### config.mk
export PLATFORM = sky130hd
export DESIGN_NAME = pipe_stage_skid
export DESIGN_NICKNAME = d
export VERILOG_FILES = /design/src/rtl/pipe_stage_skid_pkg.sv /design/src/rtl/sat_counter.sv /design/src/rtl/pipe_stage_skid.sv
export SDC_FILE = /design/constraint.sdc
export NUM_CORES = 1
export LEC_CHECK = 0
export ABC_CLOCK_PERIOD_IN_PS = 4200
export BUFFER_PORTS_ARGS = -buffer_cell sky130_fd_sc_hd__buf_2
export CAP_MARGIN = 30
export CORE_UTILIZATION = 50
export CTS_BUF_LIST = sky130_fd_sc_hd__clkbuf_8 sky130_fd_sc_hd__clkbuf_16
export CTS_CLUSTER_SIZE = 40
export DETAILED_ROUTE_END_ITERATION = 16
export PLACE_DENSITY_LB_ADDON = 0.3
export SETUP_SLACK_MARGIN = 0.05
export SYNTH_ARGS = -nofsm -noshare
export SYNTH_HDL_FRONTEND = slang
export SYNTH_SLANG_ARGS = --single-unit
### constraint.sdc
create_clock -name clk -period 4.2 [get_ports clk]
set_input_delay 0.84 -clock clk [delete_from_list [all_inputs] [get_ports clk]]
set_output_delay 0.84 -clock clk [all_outputs]
set_load 0.05 [all_outputs]
### src/rtl/pipe_stage_skid_pkg.sv
// pipe_stage_skid_pkg: shared encodings for the pipeline stage registers.
//   occ_e          occupancy encoding EMPTY/ONE/FULL (2'd0/1/2)
//   NOP_WORD       all-zero instruction word used as the default bubble
//   DEFAULT_WIDTH  default payload width of a stage register
package pipe_stage_skid_pkg;
    typedef enum logic [1:0] {
        OCC_EMPTY = 2'd0,
        OCC_ONE   = 2'd1,
        OCC_FULL  = 2'd2
    } occ_e;
    localparam logic [31:0] NOP_WORD      = 32'h0;
    localparam int          DEFAULT_WIDTH = 96;
endpackage

### src/rtl/sat_counter.sv
// sat_counter: W-bit up counter that sticks at all-ones.
//   clk  in  1  rising-edge clock
//   clr  in  1  synchronous clear, wins over en
//   en   in  1  count enable
//   q    out W  current count
module sat_counter #(
    parameter int W = 16
) (
    input  logic         clk,
    input  logic         clr,
    input  logic         en,
    output logic [W-1:0] q
);
    always_ff @(posedge clk) begin
        if (clr)
            q <= '0;
        else if (en && !(&q))
            q <= q + 1'b1;
    end
endmodule

### src/rtl/pipe_stage_skid.sv
// pipe_stage_skid: valid/ready pipeline register with a 2-entry skid buffer, flush and stall counter.
//   clk           in   1      rising-edge clock
//   reset         in   1      synchronous, active-high
//   flush         in   1      discard held entries, insert a bubble
//   in_valid      in   1      upstream payload valid
//   in_ready      out  1      stage can accept (occupancy != 2), from state only
//   in_data       in   WIDTH  upstream payload
//   out_valid     out  1      main register holds a valid entry
//   out_ready     in   1      downstream accepts
//   out_data      out  WIDTH  main register; BUBBLE when out_valid is low
//   occupancy     out  2      entries held (0..2)
//   stall_cycles  out  CNT_W  saturating count of out_valid & !out_ready cycles
module pipe_stage_skid
    import pipe_stage_skid_pkg::*;
#(
    parameter int               WIDTH  = DEFAULT_WIDTH,
    parameter logic [WIDTH-1:0] BUBBLE = '0,
    parameter int               CNT_W  = 16
) (
    input  logic             clk,
    input  logic             reset,
    input  logic             flush,
    input  logic             in_valid,
    output logic             in_ready,
    input  logic [WIDTH-1:0] in_data,
    output logic             out_valid,
    input  logic             out_ready,
    output logic [WIDTH-1:0] out_data,
    output logic [1:0]       occupancy,
    output logic [CNT_W-1:0] stall_cycles
);
    occ_e             state, state_n;
    logic [WIDTH-1:0] main_q, main_n, skid_q, skid_n;
    logic             in_fire, out_fire;

    // Handshake outputs depend only on registered state, so there is no
    // combinational path from in_* to out_* or from out_ready to in_ready.
    assign in_ready  = state != OCC_FULL;
    assign out_valid = state != OCC_EMPTY;
    assign out_data  = main_q;
    assign occupancy = state;
    assign in_fire   = in_valid & in_ready;
    assign out_fire  = out_valid & out_ready;

    always_ff @(posedge clk) begin
        if (reset) begin
            state  <= OCC_EMPTY;
            main_q <= BUBBLE;
            skid_q <= BUBBLE;
        end else begin
            state  <= state_n;
            main_q <= main_n;
            skid_q <= skid_n;
        end
    end

    always_comb begin
        state_n = state;
        main_n  = main_q;
        skid_n  = skid_q;
        if (flush) begin
            state_n = OCC_EMPTY;
            main_n  = BUBBLE;
            skid_n  = BUBBLE;
        end else begin
            case (state)
                OCC_EMPTY: begin
                    if (in_fire) begin
                        main_n  = in_data;
                        state_n = OCC_ONE;
                    end
                end
                OCC_ONE: begin
                    if (in_fire && out_fire)
                        main_n = in_data;
                    else if (in_fire) begin
                        skid_n  = in_data;
                        state_n = OCC_FULL;
                    end else if (out_fire) begin
                        main_n  = BUBBLE;
                        state_n = OCC_EMPTY;
                    end
                end
                OCC_FULL: begin
                    if (out_fire) begin
                        main_n  = skid_q;
                        skid_n  = BUBBLE;
                        state_n = OCC_ONE;
                    end
                end
                default: begin
                    state_n = OCC_EMPTY;
                    main_n  = BUBBLE;
                    skid_n  = BUBBLE;
                end
            endcase
        end
    end

    sat_counter #(.W(CNT_W)) u_stall (
        .clk (clk),
        .clr (reset),
        .en  (out_valid & ~out_ready),
        .q   (stall_cycles)
    );
endmodule
Yosys cells after proc, flatten, opt, wreduce, memory -nomap -nowiden
Cells that the tools add are included.
Storage, ports and cells
  register bits after elaboration: 210
  bits of input ports: 101
  output and inout bits: 116
  logic and storage cells: 44
Cells by class
  add/sub/neg operators: 1
  equality and inequality tests: 10
  multiplexer cells: 14
  bitwise logic cells: 5
  reductions and logical operators: 10
Operators by type and width (count)
  $mux W96: 6
  $pmux W96 S3: 2
  $add A16 B1 Y16 const B: 1
  $reduce_and A16 Y1: 1
  $reduce_and A4 Y1: 3
  $mux W2: 5
  $ne A2 B2 Y1 const B: 5
  $ne A3 B3 Y1 const B: 3
  $pmux W2 S3: 1
  $and A1 B1 Y1: 3
  $eq A2 B1 Y1 const B: 1
  $eq A2 B2 Y1 const B: 1
  $logic_and A1 B1 Y1: 2
  $logic_not A2 Y1: 1
  $not A1 Y1: 2
  $reduce_bool A2 Y1: 1
  $reduce_or A2 Y1: 1
  $logic_not A1 Y1: 1

Depth between registers and ports, before layout
  depth in word-level cells: 6
  gate-level depth with buffers: 9
  mapped depth without buffers: 5

Modules after synthesis
Synthesis repeated with hierarchy kept, for this count alone.
Second synthesis, totals
  cells, all modules: 1089
  area, all modules: 9203.8 um2
Modules (own cells, without submodules)
  pipe_stage_skid: instances 1, cells each 993, area each 8370.5 um2, seq. area each 3883.7 um2
  sat_counter: instances 1, cells each 96, area each 833.3 um2, seq. area each 320.3 um2

Least setup slack after synthesis
No wires, ideal clock.
  path kind: input -> register
  start point: in out_ready
  end point: reg u_stall.q[11]
  library setup time: 121 ps
  data arrival time: 2190 ps
  data required time: 4079 ps
  path slack: 1890 ps
  cell stages on the path: 5
  buffers on the path: 1
  cells stage by stage: buf_2 o21bai_1 or4_1 a21oi_1 mux2_2
On the way
  longest elaborated chain between the ends: 3
RTL lines
  start: declaration: line pipe_stage_skid.sv:27  | input logic out_ready,
  $not A1 Y1: line pipe_stage_skid.sv:103  | .en (out_valid & ~out_ready),
  $and A1 B1 Y1: line pipe_stage_skid.sv:103
  $logic_and A1 B1 Y1: line sat_counter.sv:17  | else if (en && !(&q))
  end signal: assignment: line sat_counter.sv:18  | q <= q + 1'b1;
  end: declaration: line sat_counter.sv:12  | output logic [W-1:0] q
No other way between the ends.
A chain may end at the register's enable or synchronous reset.

Final worst setup path
  start point: reg state[1], in the netlist occupancy[1]
  end point: out in_ready
On the way
  longest elaborated chain between the ends: 1
RTL lines
  start: declaration: line pipe_stage_skid.sv:32  | occ_e state, state_n;
  start signal: assignment: line pipe_stage_skid.sv:51  | state <= state_n;
  $ne A2 B2 Y1: line pipe_stage_skid.sv:38  | assign in_ready = state != OCC_FULL;
  end: declaration: line pipe_stage_skid.sv:24  | output logic in_ready,
No other way between the ends.

==> results <==
- Summing all multi-input logic gate instances after layout gives 4536 um2.
- The area of the placeable core is 17900 um2.
- The number of I/O port buffers is 216.
- In this run the vertical extent of the chip is 137.0 um.
- The final total negative setup slack is 0 ns.
- The worst hold path begins at skid_q[59]$_SDFFE_PP0P_.
- After synthesis the netlist holds a flip-flop and latch count of 210.
- After the first detailed-routing iteration, the DRC count stood at 641.
- The floorplan has 49 rows.
- The top-level I/O count is 217.
- In this run the biggest area consumer among cell types represents 46.11% of the synthesized area.
- The endpoint arrival time on the critical path is 1.67 ns.
- The worst-case IR drop observed on VDD is 296.8 uV.
- The filler-free cell count of the finished design is 1380.
- The library cell used most frequently in the layout, excluding fill and tap cells, is buf_2.
- The worst pin sits at a relative slew slack of 36.74%.
- The flow ran to the end, and the final reports show no timing, DRC or antenna violations.
- Counting flops with a built-in enable in the synthesized netlist gives 0.
- The total via count after detailed routing is 7910.
- The maximum level of the CTS H-tree is 1.
- Summed over all instances, the cell type with the most area after synthesis is dfxtp_1.
- In the layout the commonest cells are buf_2, dfxtp_1, nor2_1.
- After clock tree synthesis, the flow added hold-fix buffers numbering 0.
- The buffer depth of the longest clock path is 3.
- The sequential fraction of the synthesis area is 46.11%.
- The average wire per cell in the routed design is 17.08 um.
- In the final layout, flip-flops and latches occupy 4204 um2.
- Global routing finished with a remaining overflow of 0.
- In this run the cell area of the synthesized design comes to 9117 um2.
- The count of pins over their slew limit is 0.
- The sum of net half-perimeters after detailed placement is 13.85 mm.
- Synthesis produced 968 cells.
- TritonCTS built the clock tree.
- The pin count of the biggest net entering global routing is 97.
- The starting density of the core is 50.93%.
- The beginning of the worst register-to-register path is occupancy[0]$_SDFFE_PP0P_.
- At the worst endpoint, the required time is 3.36 ns.
- Prior to clock tree synthesis, the placed netlist has a worst setup slack of 1.581 ns.
- The final estimated routing congestion in global placement is 0.7807.
- The most heavily used metal layer in global routing is met2.
- The path with the worst hold slack has its endpoint at skid_q[59]$_SDFFE_PP0P_.
- The most used flip-flop cell after synthesis is dfxtp_1.
- The number of distinct library cells after synthesis is 42.
- Setup violations remaining at the end of the flow were counted as 0.
- The power density of the placed cells is 422.0 nW/um2.
- The post-detailed-route via-to-cell ratio is 5.732.
- The final critical path time including I/O delays and setup is 2.506 ns.
- The final hold violation count is 0.
- The worst-case clock skew is 0.01224 ns.
- The flop-to-flop setup slack is 1.85 ns.
- The detail route stage leaves a number of antenna-violating nets equal to 0.
- For the worst flop-to-flop path, the logic depth is 5.
- The initial antenna violation count came to 5.
- For this run, design rule violations remaining after detail routing come to 0.
- After detailed placement, the total cell area comes to 10260 um2.
- The number of fill cells is 1556.
- The area growth from synthesis to layout is 21.20%.
- The cell count after placement is 1334.
- Counting every net in the synthesized netlist gives 1070.
- Setup slack on the critical path of the routed design comes to 1.694 ns.
- Post-CTS timing repair inserted 0 buffers for setup.
- Timing would allow up to 399.0 MHz.
- The endpoint identified for the worst register-to-register timing path is out_data[53]$_SDFFE_PP0P_.
- The max-capacitance violation count is 0.
- The global-route total usage across every layer is 24.10%.
- The average instance area after synthesis is 9.419 um2.
- The critical path endpoint category is an output port.
- The die covers 18780 um2.
- The first global-routing pass estimated 36.83 mm of wire.
- The actual transition at the worst max-transition pin is 0.9489 ns.
- By area the synthesized netlist is led by dfxtp_1, mux2i_1, nor2_1.
- The worst hold path passes through 2 cells.
- Setup repair after global routing left no endpoint under its margin.
- The analysis attributes to cell leakage a power of 0.004507 uW.
- STA classifies the critical path startpoint as a register.
- The routed wire length is 23.57 mm.
- Clock latency on the worst-skew pair, taken at its later pin, is 0.50 ns.
- The first TritonRoute pass finished after 6 iterations.
- The worst path uses 59.67% of the clock period.
- The share of flip-flops with an asynchronous set or reset is 0%.
- The path class of the tightest hold or removal check is register to register.
- The clock-pin slew on the worst setup and hold paths is 0.06 ns.
- In this run, CTS created clock tree buffers numbering 23.
- The fraction of met1 tracks used by global routing is 32.52%.
- In this run the worst path has a maximum fanout of 11.
- The minimum hold slack is 0.4948 ns.
- Yosys printed 0 warnings.
- The number of global-route vias before repair is 7340.
- The met2 global-route usage is 38.38%.
- Of the cells placed in the final design, the portion with a size suffix greater than 1 is 25.74%.
- The root buffer cell is clkbuf_16.
- The final non-filler cell area is 11050 um2.
- The horizontal die dimension is 137.0 um.
- In the final design database the tool counted 1232 nets.
- The clock drives 210 sinks.
- The critical path class is register to output port.
- Gates resized during post-CTS repair numbered 0.
- Global routing used 4.815% of the available met3 tracks.
[flip-flops by register name, summed over array words and instances (netlist names)]
register,count
occupancy,2
skid_q,96
u_stall.q,16
out_data,96
[cell usage after synthesis (2+ instances only)]
library cell  count
buf_2            21
a21oi_1          10
inv_2             2
mux2_2           13
nand4_1           4
nand3_1           8
nor4_1            2
a222oi_1         27
clkbuf_1         63
and2_1           96
inv_1             3
or2_2             2
a211oi_1          4
mux2i_1          98
nor2b_1          15
dfxtp_1         210
buf_4             7
o21ai_0           2
nand2_1           5
a22oi_1          69
nor3_1            3
buf_1             3
nor2_1          210
a32o_1           69
nand2b_1          5
[logic make-up after synthesis]
group | synth area share [%]
adder cells (fa/ha/maj) | 0.1372
multiplexers | 12.36
buffers and inverters | 4.652
flip-flops | 46.11
AND/OR/NAND/NOR | 18.75
AO/OA/AOI/OAI | 17.99
[worst max path at each step]
stage / from / endpoint / slack (ns) / cells past startpoint
after floorplan: out_ready / u_stall.q[11]$_SDFFE_PP0P_ / 1.89 / 5
final: occupancy[1]$_SDFFE_PP0P_ / in_ready / 1.69 / 3
after global routing: occupancy[1]$_SDFFE_PP0P_ / in_ready / 1.58 / 3
after CTS: occupancy[1]$_SDFFE_PP0P_ / in_ready / 1.67 / 3
after detailed placement: out_ready / skid_q[72]$_SDFFE_PP0P_ / 1.58 / 6
after global placement: reset / skid_q[74]$_SDFFE_PP0P_ / 1.63 / 4
[final cells by class]
class	instances	share of cell area (%)
timing repair buffer	231	11.01
inverter	5	0.1698
multi-input combinational	659	41.04
clock buffer	27	5.707
tap	229	2.593
sequential	210	38.04
antenna	5	0.1132
clock inverter	14	1.325
[per-layer routing]
layer	up-vias	share of wire, %
met3	34	7.7
met2	260	46
li1	3817	-
met1	3799	45
met4	0	2.0
met5	-	0
[per-stage QoR]
step           total power, uW  util (%)
2_1_floorplan             2486         -
3_3_place_gp              2638     57.29
3_5_place_dp              2644     57.32
4_1_cts                   4702     61.66
5_1_grt                   4824     61.71
6_report                  4663     61.73
[power by group]
part           switching [uW]  leakage, uW  internal (uW)
registers                22.6      0.00170           2030
logic                     351      0.00241            197
clock network             811     0.000400           1250
[worst max-delay path: stages (launching register included)]
cell,delay [ns]
dfxtp_1,0.63
nor2b_4,0.25
inv_2,0.07
buf_2,0.22
(Power assumes the default switching activity.)
